## config.mk

```make
export PLATFORM = sky130hd
export DESIGN_NAME = multi_channel_aligner_flat
export DESIGN_NICKNAME = d
export VERILOG_FILES = /design/src/rtl/multi_channel_aligner_if.sv /design/src/rtl/multi_channel_aligner.sv /design/src/flat_wrapper.sv
export SDC_FILE = /design/constraint.sdc
export NUM_CORES = 1
export LEC_CHECK = 0
export ABC_AREA = 1
export CAP_MARGIN = 40
export CORE_ASPECT_RATIO = 1.2
export CORE_MARGIN = 2
export CORE_UTILIZATION = 30
export CTS_BUF_LIST = sky130_fd_sc_hd__clkbuf_4 sky130_fd_sc_hd__clkbuf_8 sky130_fd_sc_hd__clkbuf_16
export DETAILED_ROUTE_END_ITERATION = 12
export PLACE_DENSITY = 0.56
export SYNTH_ARGS = -nofsm -noshare
export SYNTH_HDL_FRONTEND = slang
export SYNTH_SLANG_ARGS = --single-unit
```

## constraint.sdc

```tcl
create_clock -name clk -period 7.79 [get_ports clk]
set_clock_uncertainty 0.05 [all_clocks]
set_input_delay 2.337 -clock clk [delete_from_list [all_inputs] [get_ports clk]]
set_output_delay 2.337 -clock clk [all_outputs]
set_load 0.02 [all_outputs]
```

## src/rtl/multi_channel_aligner_if.sv

```systemverilog
// multi_channel_aligner_if: per-channel sample handshake in, aligned frame out
interface multi_channel_aligner_if #(parameter int NCH = 4, parameter int W = 16);
    logic [NCH-1:0]   ch_en, ch_hold, in_valid, in_ready, out_fresh, ovf;
    logic [NCH*W-1:0] in_data, out_data;
    logic             out_valid, out_ready, ovf_clr;
    modport master(output ch_en, ch_hold, in_valid, in_data, out_ready, ovf_clr,
                   input in_ready, out_valid, out_data, out_fresh, ovf);
    modport slave(input ch_en, ch_hold, in_valid, in_data, out_ready, ovf_clr,
                  output in_ready, out_valid, out_data, out_fresh, ovf);
endinterface

```

## src/rtl/multi_channel_aligner.sv

```systemverilog
// multi_channel_aligner: aligns per-channel FIFO samples and sticky hold values into frames
module multi_channel_aligner #(
    parameter int NCH   = 4,
    parameter int W     = 16,
    parameter int DEPTH = 4
) (
    input logic clk,
    input logic rst,
    multi_channel_aligner_if.slave bus
);
    localparam int AW = $clog2(DEPTH);
    localparam logic [AW:0] FULL = (AW+1)'(DEPTH);
    logic [NCH-1:0] req, stk, push, pop, hold_vld, fresh_pend, ovf;
    logic [W-1:0]   mem [NCH][DEPTH];
    logic [W-1:0]   hold [NCH];
    logic [AW-1:0]  wp [NCH], rp [NCH];
    logic [AW:0]    cnt [NCH];
    logic           fire;
    assign req     = bus.ch_en & ~bus.ch_hold;
    assign stk     = bus.ch_en & bus.ch_hold;
    assign bus.ovf = ovf;
    always_comb begin
        bus.in_ready  = '1;
        bus.out_data  = '0;
        bus.out_fresh = '0;
        bus.out_valid = |req;
        for (int c = 0; c < NCH; c++) begin
            bus.in_ready[c] = !(req[c] && cnt[c] == FULL);
            if ((req[c] && cnt[c] == '0) || (stk[c] && !hold_vld[c]))
                bus.out_valid = 1'b0;
            bus.out_data[c*W +: W] = req[c] ? mem[c][rp[c]] : stk[c] ? hold[c] : '0;
            bus.out_fresh[c] = req[c] | (stk[c] & fresh_pend[c]);
        end
        fire = bus.out_valid & bus.out_ready;
        push = req & bus.in_valid & bus.in_ready;
        pop  = req & {NCH{fire}};
    end
    always_ff @(posedge clk) begin
        if (rst) begin
            hold_vld   <= '0;
            fresh_pend <= '0;
            ovf        <= '0;
            for (int c = 0; c < NCH; c++) begin
                wp[c]   <= '0;
                rp[c]   <= '0;
                cnt[c]  <= '0;
                hold[c] <= '0;
            end
        end else begin
            ovf <= (ovf & ~{NCH{bus.ovf_clr}}) | (bus.in_valid & ~bus.in_ready);
            for (int c = 0; c < NCH; c++) begin
                // FIFOs only live while the channel is required; any other mode flushes them
                if (!req[c]) begin
                    wp[c]  <= '0;
                    rp[c]  <= '0;
                    cnt[c] <= '0;
                end else begin
                    if (push[c]) wp[c] <= wp[c] + AW'(1);
                    if (pop[c]) rp[c] <= rp[c] + AW'(1);
                    cnt[c] <= cnt[c] + (AW+1)'(push[c]) - (AW+1)'(pop[c]);
                end
                // a sticky write beats the frame-accept clear so the next frame reports it fresh
                if (!bus.ch_en[c]) begin
                    hold_vld[c]   <= 1'b0;
                    fresh_pend[c] <= 1'b0;
                end else if (stk[c] && bus.in_valid[c]) begin
                    hold[c]       <= bus.in_data[c*W +: W];
                    hold_vld[c]   <= 1'b1;
                    fresh_pend[c] <= 1'b1;
                end else if (fire) begin
                    fresh_pend[c] <= 1'b0;
                end
            end
        end
    end
    always_ff @(posedge clk)
        for (int c = 0; c < NCH; c++)
            if (push[c]) mem[c][wp[c]] <= bus.in_data[c*W +: W];
endmodule

```

## src/flat_wrapper.sv

```systemverilog
// flat-port wrapper written by rule: the top's interface ports become plain ports
module multi_channel_aligner_flat 
#(
    parameter int NCH   = 4,
    parameter int W     = 16,
    parameter int DEPTH = 4
)
  (clk, rst, bus_ch_en, bus_ch_hold, bus_in_valid, bus_in_data, bus_out_ready, bus_ovf_clr, bus_in_ready, bus_out_valid, bus_out_data, bus_out_fresh, bus_ovf);
  multi_channel_aligner_if #(.NCH(NCH), .W(W)) bus_i ();
  input logic clk;
  input logic rst;
  input wire logic [$bits(bus_i.ch_en)-1:0] bus_ch_en;
  input wire logic [$bits(bus_i.ch_hold)-1:0] bus_ch_hold;
  input wire logic [$bits(bus_i.in_valid)-1:0] bus_in_valid;
  input wire logic [$bits(bus_i.in_data)-1:0] bus_in_data;
  input wire logic [$bits(bus_i.out_ready)-1:0] bus_out_ready;
  input wire logic [$bits(bus_i.ovf_clr)-1:0] bus_ovf_clr;
  output wire logic [$bits(bus_i.in_ready)-1:0] bus_in_ready;
  output wire logic [$bits(bus_i.out_valid)-1:0] bus_out_valid;
  output wire logic [$bits(bus_i.out_data)-1:0] bus_out_data;
  output wire logic [$bits(bus_i.out_fresh)-1:0] bus_out_fresh;
  output wire logic [$bits(bus_i.ovf)-1:0] bus_ovf;
  assign bus_i.ch_en = bus_ch_en;
  assign bus_i.ch_hold = bus_ch_hold;
  assign bus_i.in_valid = bus_in_valid;
  assign bus_i.in_data = bus_in_data;
  assign bus_i.out_ready = bus_out_ready;
  assign bus_i.ovf_clr = bus_ovf_clr;
  assign bus_in_ready = bus_i.in_ready;
  assign bus_out_valid = bus_i.out_valid;
  assign bus_out_data = bus_i.out_data;
  assign bus_out_fresh = bus_i.out_fresh;
  assign bus_ovf = bus_i.ovf;
  multi_channel_aligner #(.NCH(NCH), .W(W), .DEPTH(DEPTH)) u_core (.clk(clk), .rst(rst), .bus(bus_i));
endmodule
```

==> summary.txt <==
I/O pins: 157
Worst slew pin tran: 0.818 ns
Synth cell types: 32
Setup TNS: 0 ns
Required @ worst endpoint: 5.40 ns
Post-synth top area cell: edfxtp_1
Total GRT Usage: 13.4%
Crit path DAT: 4.70 ns
Max Clk Rate: 141 MHz
Commonest non-fill, non-tap cells in the layout: edfxtp_1, inv_1, nand2_1
Ys flop type: edfxtp_1
FF-to-FF path depth: 14
Vias in the first global route: 9776
Global-route wire length before repair: 54600 um
CTS max path bufs: 3
Slew Viols, Final: 0
Initial DRC Count: 390
Synthesis-to-finish area growth: 25.6%
Reg2reg setup slack: 4.59 ns
Root buf cell: clkbuf_16
LEAKAGE: 7.32 nW
Clk_lat worst skew: 0.54 ns
Initial antenna violation count: 1
Syn Inst Count: 1292
Post-cts resize count: 0
Initial core utilization: 30.4%
Register bit count reported by yosys: 360
Die area: 0.0528 mm^2
Hold path depth: 2
DIE HEIGHT: 251 um
VDD IR max: 0.000158 V
Ys async rst share: 0%
Part of the power in combinational logic: 8.4%
# hold bufs at CTS: 0
H-Tree Depth: 2
Final core utilization: 38.2%
Final Instance Area: 0.0192 mm^2
Yosys top cell area share: 68.3%
Most common cell after layout, fill and taps aside: edfxtp_1
Fill count: 4821
Vias per cell: 4.52
Area after DPL: 0.0179 mm^2
Seq/Total Area, Yosys: 69.9%
Final net count: 1580
Clock power frac: 41.7%
Hpwl dp: 23100 um
CP Class: input port to output pin
Average size of a mapped cell: 11.8 um^2
Unrepaired setup endpoints after global routing: false
EDFF count, synth: 348
Largest net degree at the start of global routing: 52
HP Class: flop to flop
Tmin final: 7.08 ns
Detailed-route DRC error count: 0
Maxcap violations: 0
Final number of setup-violating endpoints: 0
Synth top area cells: edfxtp_1, inv_1, nand2_1, a32o_1, nor2_1
Share of cells above drive strength 1: 8.28%
Period utilization: 90.9%
CTS tree: built
WL/cell: 16.5 um
Post-CTS Setup Bufs: 0
CTS Buf Count: 39
Critical Path Fanout Max: 4
Clock sinks: 360
Port Buffer Count: 156
Switching Share: 22.1%
Internal power: 3.42 mW
Cell area after synthesis: 0.0153 mm^2
Via count: 9690
Die Width: 210 um
Reg clk slew, reported paths: 0.06 ns
Sequential Power Share: 49.9%
Drt total wl: 35300 um
Final count of hold timing violations: 0
Pwr dens: 228 mW/mm^2
Placer Congestion: 0.756
Site Rows: 90
Initial DRT Pass Iterations: 4
Routed Antenna Nets: 0
Slew HR: 45.4%
Global route overflow: 0
Status: finished clean
NetSw: 0.972 mW
Startpoint Class: input port
Syn. warnings: 0
Core area: 0.0503 mm^2
CP endpoint kind: output pin
==> cells in the mapped netlist (2+ instances only) <==
cell type and n:
nand2_2 4, dfxtp_1 12, buf_6 2, o21ai_0 65, inv_2 2, xor2_1 4
nor2_2 2, clkbuf_1 30, nand3_1 70, xnor2_1 6, buf_4 2, edfxtp_1 348
a21oi_1 78, fa_1 4, a32o_1 64, clkinv_1 5, inv_1 220, nor3_1 10
buf_2 24, nor2_1 123, ha_1 24, nand4_1 2, nand2_1 182
==> sequential cells by signal, summed over array words and instances (netlist names) <==
name and flops:
u_core.rp 8, u_core.bus.ovf 4, u_core.hold_vld 4, u_core.hold 64, u_core.wp 8, u_core.fresh_pend 4, u_core.mem 256, u_core.cnt 12
==> final cells by class <==
cell class / count / area, um^2 / share of cell area, %
sequential: 360 / 10700 / 55.6
inverter: 227 / 852 / 4.43
multi-input combinational: 658 / 3570 / 18.6
antenna: 3 / 7.51 / 0.0391
clock buffer: 50 / 1090 / 5.69
clock inverter: 17 / 173 / 0.899
timing repair buffer: 186 / 2020 / 10.5
tap: 644 / 806 / 4.19
==> final timing paths <==
kind / start / end
setup / recovery: bus_ch_en[1] / bus_out_valid
hold / removal: u_core.hold_vld[0]$_SDFFE_PP0P_ / u_core.hold_vld[0]$_SDFFE_PP0P_
setup reg to reg: u_core.cnt[0][1]$_SDFFCE_PN0P_ / u_core.cnt[0][2]$_SDFFCE_PN0P_
hold reg to reg: u_core.hold_vld[0]$_SDFFE_PP0P_ / u_core.hold_vld[0]$_SDFFE_PP0P_
==> logic make-up (layout without fill, tap and decap cells) <==
logic type	count (synthesis)	after routing	share of synthesized area (%)
compound gates	209	209	8.96
other cells	1	15	0.0245
xor+xnor	10	10	0.572
buf+inv	285	480	7.33
flops	360	360	69.9
simple gates	399	399	10.8
fa+ha+maj	28	28	2.49
==> power groups by stage <==
stage          Sequential, mW  Combinational (mW)  Clock [mW]
2_1_floorplan            2.23               0.189           0
3_3_place_gp             2.23               0.359           0
3_5_place_dp             2.23               0.376           0
4_1_cts                  2.19               0.379        1.89
5_1_grt                  2.19               0.406        1.96
6_report                 2.19               0.370        1.83
==> metal layers <==
metal / vias up / GRT usage (%) / routed length (um)
met1: 4702 / 16.6 / 15400
met5: - / 0 / 0
met3: 51 / 2.55 / 1310
met2: 146 / 23.6 / 17700
li1: 4791 / - / -
met4: 0 / 4.50 / 882
==> critical path, cell delays in order <==
cell and delay (ns):
clkdlybuf4s50_1 0.50, nand2_1 0.14, nor2_1 0.05, nor2_1 0.49, nand2_1 0.15, nor4_1 0.36, clkdlybuf4s50_1 0.67
==> through the flow <==
step                power [mW]  hold slack, ns  worst slack, ns  std cells
finish                    4.39           0.401            0.708       2145
global route              4.56           0.427            0.629       2143
CTS                       4.46           0.400            0.714       2142
detailed placement        2.61           0.391            0.714       2075
global placement          2.59           0.388            0.779       2052
floorplan                 2.42           0.378             2.07       1303
Power figures use the tool's default switching activity.
==> RTL edit (same settings) <==
`DEPTH` is set to 4 in 2 places; all go to 8.
--- a/src/rtl/multi_channel_aligner.sv
+++ b/src/rtl/multi_channel_aligner.sv
@@ -4,3 +4,3 @@
     parameter int W     = 16,
-    parameter int DEPTH = 4
+    parameter int DEPTH = 8
 ) (
--- a/src/flat_wrapper.sv
+++ b/src/flat_wrapper.sv
@@ -5,3 +5,3 @@
     parameter int W     = 16,
-    parameter int DEPTH = 4
+    parameter int DEPTH = 8
 )
Function: not settled (the Yosys comparison gave no result); the edit may change what the design does.
==> RTL edit against the original RTL <==
- critical path depth unchanged
- synthesized area up 70%
- wire length up 91%
- setup slack better by 220 ps
- total power up 73%
- sequential share of layout area up 3.8 points
- critical path type unchanged
- synthesized cell count up 61%
- worst hold slack better by 6.7 ps
- die area up 68%
- sequential cell count up 268
- cell area up 64%
==> RTL edit: results (changes against the original RTL) <==
Max rail drop VDD 0.1362 mV (-14%); largest stage delay on the critical path 730 ps (+60 ps); detailed-placement wirelength estimate 40430 um (+75%); GR Layer Usage met1 19.02% (+2.5 points); first-pass GRT wire length 101600 um (+86%); Synth top area share 71.27% (+3.0 points); Inserted Clock Buffers 71 (+82%); share of synthesized cell area in full adder, half adder and majority cells 1.851% (-0.63 points); # diodes 0 (-3); GRT Resource Usage Total 15.06% (+1.6 points); CP max FO 18 (+14); global routing met2 resource utilization 25.82% (+2.3 points); Arrival @ worst endpoint 4470 ps (-230 ps); sum of routed wire segments on met1 29470 um (+91%); fraction of the mapped netlist area in compound gates 9.777% (+0.82 points); worst skew pair latency 610 ps (+70 ps); total iterations of the first detailed-routing run 5 (+1); count of fill cells added during filler insertion 8205 (+70%); met3 GRT Util 2.890% (+0.34 points); total number of H-tree levels 3 (+1); Met3 Wirelength 3462 um (+160%); number of nets in the layout 2403 (+52%); Routability Congestion 0.7446 (-1.4%); number of flip-flops under the largest register name 512 (+100%); status complete, no violations; leading post-synthesis cells by instance count sky130_fd_sc_hd__edfxtp_1 (616), sky130_fd_sc_hd__nor2_1 (419), sky130_fd_sc_hd__o21ai_0 (243); end of the worst register-to-register path u_core.cnt[3][2]$_SDFFCE_PN0P_; highest routing layer actually used met5; number of DRC markers after the initial detailed-route iteration 1314 (+240%); relative max-transition margin 41.80% (-3.6 points); sequential area share after synthesis 72.20% (+2.3 points); Worst Hold Path Cells 2 (unchanged); leading cell types by total area after synthesis sky130_fd_sc_hd__edfxtp_1 (71%), sky130_fd_sc_hd__nor2_1 (6.1%), sky130_fd_sc_hd__o21ai_0 (4.7%); FF-to-FF Start u_core.cnt[2][2]$_SDFFCE_PN0P_; detailed-routed wire length on met2 32870 um (+86%); distinct cell type count after synthesis 42 (+31%); start point of the worst min-delay path u_core.hold_vld[0]$_SDFFE_PP0P_; delay-heaviest family, CP buffers and inverters; share of final-layout standard cells stronger than drive strength 1 9.134% (+0.86 points); largest net degree at the start of global routing 68 (+31%); initial antenna violation count 4 (+3); vias after detailed routing 16720 (+73%); vias in the first global route 17180 (+76%); Post-Synth XOR/XNOR Area 0.4050% (-0.17 points); wire length after detailed routing 67530 um (+91%)
RTL edit: worst max path at each step:
| stage | slack (ps) | depth (start not counted) | startpoint | to |
|---|---|---|---|---|
| finish | 930 | 7 | bus_ch_en[0] | bus_out_valid |
| global route | 780 | 7 | bus_ch_en[0] | bus_out_valid |
| CTS | 890 | 7 | bus_ch_en[0] | bus_out_valid |
| detailed placement | 900 | 7 | bus_ch_en[0] | bus_out_valid |
| global placement | 920 | 8 | bus_ch_hold[3] | bus_out_valid |
| floorplan | 2030 | 6 | bus_ch_hold[3] | bus_out_valid |
RTL edit: stage by stage:
step / instances / area [sq um] / setup slack, ps / hold slack, ps
final: 3483 / 31530 / 928.6 / 407.7
after CTS: 3483 / 31530 / 886.9 / 406.3
after detailed placement: 3354 / 29220 / 902.1 / 397.1
after global placement: 3335 / 28880 / 923.6 / 390.5
after floorplan: 2099 / 26010 / 2033 / 377.6
after global routing: 3483 / 31530 / 779.7 / 440.2
RTL edit: final cells by class:
cell class / count / share of cell area [%]
Inverter: 160 / 1.913
Timing Repair Buffer: 221 / 7.119
Multi-Input combinational cell: 1205 / 19.69
Clock buffer: 86 / 6.103
Tap cell: 1140 / 4.524
Clock inverter: 43 / 1.222
Sequential cell: 628 / 59.43
RTL edit: logic make-up (layout without fill, tap and decap cells):
family | Yosys count | after routing
simple gates | 726 | 726
flops | 628 | 628
compound gates | 415 | 415
buf+inv | 266 | 510
fa+ha+maj | 36 | 36
xor+xnor | 12 | 12
other cells | 1 | 16
RTL edit: power by group:
part | switching, mW | total, mW | leakage, nW | internal, mW
logic | 0.334 | 0.518 | 4.11 | 0.183
clock network | 1.36 | 3.28 | 1.13 | 1.91
registers | 0.0205 | 3.79 | 5.78 | 3.77
